## src/rtl/load_store_unit.sv

```systemverilog
// Load/store unit: turns byte/half/word loads and stores into single-word
// accesses on a combinational-read, edge-write data memory.
module load_store_unit #(
  parameter int unsigned MEM_BYTES = 8192
) (
  input  logic        clk,
  input  logic        rst_n,
  input  logic        req_valid,
  output logic        req_ready,
  input  logic        req_we,
  input  logic [1:0]  req_size,
  input  logic        req_unsigned,
  input  logic [31:0] req_addr,
  input  logic [31:0] req_wdata,
  output logic        rsp_valid,
  output logic [31:0] rsp_rdata,
  output logic        rsp_err,
  output logic        mem_read,
  output logic        mem_write,
  output logic [31:0] mem_addr,
  output logic [31:0] mem_wdata,
  input  logic [31:0] mem_rdata
);

  typedef enum logic [2:0] {
    IDLE   = 3'd0,
    LOAD   = 3'd1,
    RMW_RD = 3'd2,
    WRITE  = 3'd3,
    RESP   = 3'd4
  } state_e;

  localparam logic [1:0]  SZ_BYTE    = 2'b00;
  localparam logic [1:0]  SZ_HALF    = 2'b01;
  localparam logic [1:0]  SZ_WORD    = 2'b10;
  localparam logic [31:0] ADDR_LIMIT = 32'(MEM_BYTES);

  state_e      state_q, state_d;
  logic [1:0]  size_q, size_d;
  logic        uns_q, uns_d;
  logic [31:0] addr_q, addr_d;
  // Holds the store word: raw wdata on accept, merged word after RMW_RD.
  logic [31:0] word_q, word_d;
  logic        rsp_valid_q, rsp_valid_d;
  logic [31:0] rsp_rdata_q, rsp_rdata_d;
  logic        rsp_err_q, rsp_err_d;

  function automatic logic is_fault(input logic [1:0] size, input logic [31:0] addr);
    logic f;
    case (size)
      SZ_BYTE: f = 1'b0;
      SZ_HALF: f = addr[0];
      SZ_WORD: f = (addr[1:0] != 2'b00);
      default: f = 1'b1;
    endcase
    return f || (addr >= ADDR_LIMIT);
  endfunction

  function automatic logic [31:0] load_extend(input logic [31:0] word, input logic [1:0] size,
                                              input logic [1:0] lane, input logic uns);
    logic [7:0]  b;
    logic [15:0] h;
    logic [31:0] r;
    case (lane)
      2'd0:    b = word[7:0];
      2'd1:    b = word[15:8];
      2'd2:    b = word[23:16];
      default: b = word[31:24];
    endcase
    if (lane[1]) begin
      h = word[31:16];
    end else begin
      h = word[15:0];
    end
    case (size)
      SZ_BYTE: r = uns ? {24'h000000, b} : {{24{b[7]}}, b};
      SZ_HALF: r = uns ? {16'h0000, h} : {{16{h[15]}}, h};
      SZ_WORD: r = word;
      default: r = 32'h0000_0000;
    endcase
    return r;
  endfunction

  function automatic logic [31:0] merge_store(input logic [31:0] old, input logic [31:0] wdata,
                                              input logic [1:0] size, input logic [1:0] lane);
    logic [31:0] r;
    case (size)
      SZ_BYTE: begin
        case (lane)
          2'd0:    r = {old[31:8], wdata[7:0]};
          2'd1:    r = {old[31:16], wdata[7:0], old[7:0]};
          2'd2:    r = {old[31:24], wdata[7:0], old[15:0]};
          default: r = {wdata[7:0], old[23:0]};
        endcase
      end
      SZ_HALF: begin
        if (lane[1]) begin
          r = {wdata[15:0], old[15:0]};
        end else begin
          r = {old[31:16], wdata[15:0]};
        end
      end
      default: r = wdata;
    endcase
    return r;
  endfunction

  // Next-state, operand latching and response computation.
  always_comb begin
    state_d     = state_q;
    size_d      = size_q;
    uns_d       = uns_q;
    addr_d      = addr_q;
    word_d      = word_q;
    rsp_valid_d = 1'b0;
    rsp_rdata_d = rsp_rdata_q;
    rsp_err_d   = rsp_err_q;
    case (state_q)
      IDLE: begin
        if (req_valid) begin
          size_d      = req_size;
          uns_d       = req_unsigned;
          addr_d      = req_addr;
          word_d      = req_wdata;
          rsp_rdata_d = 32'h0000_0000;
          if (is_fault(req_size, req_addr)) begin
            rsp_err_d   = 1'b1;
            rsp_valid_d = 1'b1;
            state_d     = RESP;
          end else if (!req_we) begin
            rsp_err_d = 1'b0;
            state_d   = LOAD;
          end else if (req_size == SZ_WORD) begin
            rsp_err_d = 1'b0;
            state_d   = WRITE;
          end else begin
            rsp_err_d = 1'b0;
            state_d   = RMW_RD;
          end
        end else begin
          state_d = IDLE;
        end
      end
      LOAD: begin
        rsp_rdata_d = load_extend(mem_rdata, size_q, addr_q[1:0], uns_q);
        rsp_valid_d = 1'b1;
        state_d     = RESP;
      end
      RMW_RD: begin
        word_d  = merge_store(mem_rdata, word_q, size_q, addr_q[1:0]);
        state_d = WRITE;
      end
      WRITE: begin
        rsp_valid_d = 1'b1;
        state_d     = RESP;
      end
      RESP: begin
        rsp_rdata_d = 32'h0000_0000;
        rsp_err_d   = 1'b0;
        state_d     = IDLE;
      end
      default: begin
        rsp_rdata_d = 32'h0000_0000;
        rsp_err_d   = 1'b0;
        state_d     = IDLE;
      end
    endcase
  end

  // State and datapath registers.
  always_ff @(posedge clk or negedge rst_n) begin
    if (!rst_n) begin
      state_q     <= IDLE;
      size_q      <= 2'b00;
      uns_q       <= 1'b0;
      addr_q      <= 32'h0000_0000;
      word_q      <= 32'h0000_0000;
      rsp_valid_q <= 1'b0;
      rsp_rdata_q <= 32'h0000_0000;
      rsp_err_q   <= 1'b0;
    end else begin
      state_q     <= state_d;
      size_q      <= size_d;
      uns_q       <= uns_d;
      addr_q      <= addr_d;
      word_q      <= word_d;
      rsp_valid_q <= rsp_valid_d;
      rsp_rdata_q <= rsp_rdata_d;
      rsp_err_q   <= rsp_err_d;
    end
  end

  // Memory-side strobes decoded from registered state only.
  always_comb begin
    req_ready = (state_q == IDLE);
    mem_read  = (state_q == LOAD) || (state_q == RMW_RD);
    mem_write = (state_q == WRITE);
    if (mem_read || mem_write) begin
      mem_addr = {addr_q[31:2], 2'b00};
    end else begin
      mem_addr = 32'h0000_0000;
    end
    if (mem_write) begin
      mem_wdata = word_q;
    end else begin
      mem_wdata = 32'h0000_0000;
    end
  end

  assign rsp_valid = rsp_valid_q;
  assign rsp_rdata = rsp_rdata_q;
  assign rsp_err   = rsp_err_q;

endmodule
```

## config.mk

```make
export PLATFORM = sky130hd
export DESIGN_NAME = load_store_unit
export DESIGN_NICKNAME = d
export VERILOG_FILES = /design/src/rtl/load_store_unit.sv
export SDC_FILE = /design/constraint.sdc
export NUM_CORES = 1
export LEC_CHECK = 0
export CAP_MARGIN = 20
export CELL_PAD_IN_SITES_DETAIL_PLACEMENT = 0
export CELL_PAD_IN_SITES_GLOBAL_PLACEMENT = 1
export CORE_MARGIN = 2
export CORE_UTILIZATION = 35
export CTS_BUF_LIST = sky130_fd_sc_hd__clkbuf_8
export DETAILED_ROUTE_END_ITERATION = 12
export GPL_ROUTABILITY_DRIVEN = 0
export GPL_TIMING_DRIVEN = 0
export MAX_ROUTING_LAYER = met4
export PLACE_DENSITY_LB_ADDON = 0.1
export SYNTH_ARGS = -nofsm -noshare
export SYNTH_HDL_FRONTEND = slang
export SYNTH_SLANG_ARGS = --single-unit
```

## constraint.sdc

```tcl
create_clock -name clk -period 2.1 [get_ports clk]
set_input_delay 0.315 -clock clk [delete_from_list [all_inputs] [get_ports clk]]
set_output_delay 0.315 -clock clk [all_outputs]
set_load 0.05 [all_outputs]
```

; ---- Word level (Yosys, flattened, before mapping)
; Index checks and enable logic that the tools add are counted.
[classes]
shift = 0
div = 0
magnitude_cmp = 1
muxes = 27
n_mul = 0
add_sub_neg = 0
n_reduce_logical = 18
bitwise_logic = 2
n_eq_ne = 13
[ops]
columns = op, count
row1 = $pmux W32 S3, 3
row2 = $mux W32, 7
row3 = $pmux W32 S2, 2
row4 = $ge A32 B14 Y1 const B, 1
row5 = $pmux W8 S3, 1
row6 = $mux W16, 1
row7 = $pmux W3 S3, 1
row8 = $eq A2 B1 Y1 const B, 3
row9 = $eq A2 B2 Y1 const B, 3
row10 = $eq A3 B2 Y1 const B, 2
row11 = $logic_not A2 Y1, 3
row12 = $mux W1, 6
row13 = $mux W3, 2
row14 = $ne A3 B3 Y1 const B, 2
row15 = $reduce_and A2 Y1, 3
row16 = $reduce_and A5 Y1, 1
row17 = $pmux W1 S2, 2
row18 = $reduce_and A4 Y1, 1
row19 = $reduce_bool A2 Y1, 2
row20 = $reduce_or A2 Y1, 2
row21 = $eq A3 B1 Y1 const B, 1
row22 = $logic_not A3 Y1, 1
row23 = $logic_or A1 B1 Y1, 3
row24 = $ne A3 B1 Y1 const B, 1
row25 = 6 further kinds, 7
[word_totals]
rom_bits = 0
n_memories = 0
elab_cells = 71
mem_bits_rw = 0
inputBits = 103
latch_bits = 0
output_inout_bits = 101
register_bits = 104

; ---- Longest topological paths before layout
[depth]
word_depth = 8
mapped_depth = 7
mapped_depth_nobuf = 4

; ---- Worst setup path before layout
; OpenSTA, ideal clock, no wires.
[synth_path]
path_kind = reg2out
from = register state_q[1]
to = output port mem_wdata[22]
n_path_buf = 2
required_time_ns = 1.785
slack_ns = -0.161
arrival_ns = 1.946
stages_incl_launch_ff = 6
cell_sequence = dfrtp_1 buf_2 inv_1 nor2_1 clkbuf_1 and2_1
[synth_via]
elab_chain_cells = 2
[synth_rtl]
columns = item, line_no
row1 = start: declaration, 38  ; state_e state_q, state_d;
row2 = start signal: assignment, 182  ; state_q <= state_d;
row3 = $eq A3 B2 Y1, 197  ; mem_write = (state_q == WRITE);
row4 = named net mem_write, 19  ; output logic mem_write,
row5 = $mux W32, 203  ; if (mem_write) begin
row6 = end: declaration, 21  ; output logic [31:0] mem_wdata,
; The timed path passes the listed nets, and every way through them passes these cells.

; ---- Worst setup path in the final report
[layout_path]
from = register state_q[2]
to = output port mem_wdata[1]
[layout_via]
elab_chain_cells = 2
[layout_rtl]
columns = item, line_no
row1 = $eq A3 B2 Y1, 197
row2 = $mux W32, 203
; No other way between the ends.

==> out/qor.txt <==
Worst setup slack for register-to-register paths -> 0.04 ns
Slew of the pin with the lowest slew margin -> 0.821 ns
Clock Path Buffers -> 2
Overall Global Routing Usage -> 23.4%
Final count of negative-setup-slack endpoints -> 15
Area of all placed cells without fillers -> 0.00878 mm^2
Detailed Place HPWL -> 15.1 mm
Total inserted antenna cells -> 0
Power Density -> 557 mW/mm^2
Result of the run -> finished, violations left
Capturing element of the worst setup path -> mem_wdata[1]
CTS tree -> yes
Area after detailed placement -> 0.00809 mm^2
Max capacitance violation total -> 0
Hold Path Class -> primary input to async pin
Leading post-synthesis cells by instance count -> dfrtp_1, and2_1, nand2_1
Violations in the final reports -> negative setup slack
Floorplan Core Area -> 0.0160 mm^2
Critical path arrival -> 1.81 ns
Via total after detailed routing -> 5332
R2R Path Start -> size_q[1]$_DFFE_PN0P_
Cells after Synth -> 542
Pre-CTS setup slack -> -0.689 ns
Initial antenna violation count -> 0
Average cell area after synthesis -> 10.7 um^2
Maximum operating frequency -> 471 MHz
Filler instances -> 1473
Worst setup slack after layout -> -0.0245 ns
Most common flop cell mapped by yosys -> dfrtp_1
Area growth from synthesis to layout -> 51.9%
Initial cell density of the core -> 36.1%
Antenna-violating nets left -> 0
Post-layout nets -> 875
Standby leakage power -> 3.78 nW
Via density per instance -> 5.37
WL final -> 20.2 mm
Final number of max-transition violations -> 0
Count of routing violations after the opening detailed-route iteration -> 251
Cell Count Post-Placement -> 961
Cell with the most instances after synthesis -> dfrtp_1
Power, Total -> 4.89 mW
Via count of the first global-routing pass -> 5490
Wirelength per Cell -> 20.4 um
Clock root buffer -> clkbuf_8
Die Wd -> 133 um
# hold bufs at CTS -> 0
Global-route wire length before repair -> 30.8 mm
Number of iterations in the first detailed-routing pass -> 4
Sum of negative setup slack -> -0.151 ns
IO Port Bufs -> 201
Largest cells by area after synthesis -> dfrtp_1, mux2_2, and2_1
Flip-flop and latch count after synthesis -> 104
Post-synthesis cell type count -> 46
Full die area -> 0.0176 mm^2
Worst vdd ir -> 0.284 mV
Cell area after synthesis -> 0.00578 mm^2
Worst slew margin relative to its limit -> 45.2%
Clock buffer count from CTS -> 9
Number of standard-cell rows in the floorplan -> 46
Residual overflow from global routing -> 0
Highest fanout seen on the critical path -> 8
Share of final-layout standard cells stronger than drive strength 1 -> 30.8%
CTS H-tree depth -> 3
Area fraction of the dominant cell type after synthesis -> 45.0%
Pin count of the biggest net entering global routing -> 61
Boundary Pins -> 204
Worst hold-check slack -> 0.0197 ns
Final-report hold violation count -> 0
Post-layout minimum cycle time -> 2.12 ns
Unrepaired setup endpoints after global routing -> true
Number of synthesized flops with an enable pin -> 0
Period utilisation layout -> 101%
Cell taking the most area after synthesis -> dfrtp_1
Classification of the worst setup path -> register to output port
Number of cells traversed by the worst register-to-register path -> 7
Required time at the endpoint of the critical path -> 1.78 ns
Worst R2R End -> word_q[22]$_DFFE_PN0P_
Final core area utilization -> 54.9%
Worst skew pair latency -> 0.39 ns
Post-route DRC violation count -> 0
Worst setup path startpoint -> state_q[2]$_DFF_PN0_
Critical Path End Type -> output port
Height of the die -> 133 um
Type of element launching the critical path -> register
Sequential element share of the synthesized area -> 45.0%
Async set-reset flop share out of synthesis -> 100%
TritonCTS sink count -> 104
Yosys warns -> 0
Fin cells -> 993
Clock skew -> 0.0103 ns
Clock-pin slew of the registers on the worst-case setup and hold paths -> 0.10 ns
==> placed cells by master (no fill, tap or decap), drive strengths merged, types with 4 or more instances in the layout <==
cell / count
a21oi: 9
o211ai: 17
o21ai: 31
a2bb2oi: 8
nor4: 4
nor3: 5
dfrtp: 104
o221ai: 7
nand2b: 11
mux2i: 33
buf: 106
nor2: 14
mux4: 8
o2bb2ai: 8
inv: 6
nand3: 18
nand2: 49
clkbuf: 35
mux2: 41
and2: 62
nor2b: 9
clkdlybuf4s50: 135
a221o: 32
==> worst min-delay path by stage <==
stage                             endpoint                    from  slack (ns)  cells past startpoint
global placement    word_q[19]$_DFFE_PN0P_  word_q[19]$_DFFE_PN0P_        0.48                      2
global route        word_q[30]$_DFFE_PN0P_                   rst_n        0.07                      1
floorplan            addr_q[0]$_DFFE_PN0P_                   rst_n        0.02                      0
detailed placement  word_q[25]$_DFFE_PN0P_                   rst_n        0.46                      1
CTS                 word_q[28]$_DFFE_PN0P_                   rst_n        0.04                      1
finish              word_q[30]$_DFFE_PN0P_                   rst_n        0.02                      1
==> sequential cells by signal (all words and copies together) (netlist names) <==
signal	count
addr_q	32
uns_q	1
rsp_valid	1
word_q	32
rsp_err	1
size_q	2
rsp_rdata	32
state_q	3
==> layout make-up <==
type	instances	area, um^2	share of cell area, %
inverters	5	18.8	0.214
well taps	216	270	3.08
multi-input cells	387	3060	34.8
clock buffers	13	179	2.04
flip-flops and latches	104	2600	29.6
repair buffers	218	2320	26.4
plain buffers	47	289	3.29
clock inverters	3	46.3	0.527
==> where the power goes <==
group	total (mW)	switching [mW]	internal, mW	leakage [nW]
Clock	1.42	0.732	0.687	0.112
Sequential	2.31	0.125	2.19	1.30
Combinational	1.16	0.589	0.573	2.36
==> worst max-delay path, cell delays in order (launching register included) <==
cell       delay [ns]
dfrtp_1          0.39
buf_6            0.13
nand2b_4         0.18
nor2_4           0.13
buf_12           0.15
clkbuf_16        0.15
and2_4           0.15
buf_8            0.14
==> per-layer routing <==
layer,GRT usage [%],share of wire (%)
met5,-,0
met2,37.1,48
met3,4.29,6.1
met1,29.5,43
met4,9.50,2.8
==> kinds of logic after synthesis <==
family / Yosys count / share of synthesized area (%)
and+or+nand+nor: 179 / 16.7
AOI/OAI and AO/OA: 123 / 17.0
DFF: 104 / 45.0
muxes: 82 / 16.8
buffers and inverters: 52 / 4.24
xor gates and xnor gates: 1 / 0.152
other: 1 / 0.0649
==> repair_timing <==
item	CTS	global route
setup buffers	1	12
cloned	0	3
setup endpoints to repair	100	113
pin swaps	2	17
gates resized for setup	447	78
Power figures use the tool's default switching activity.
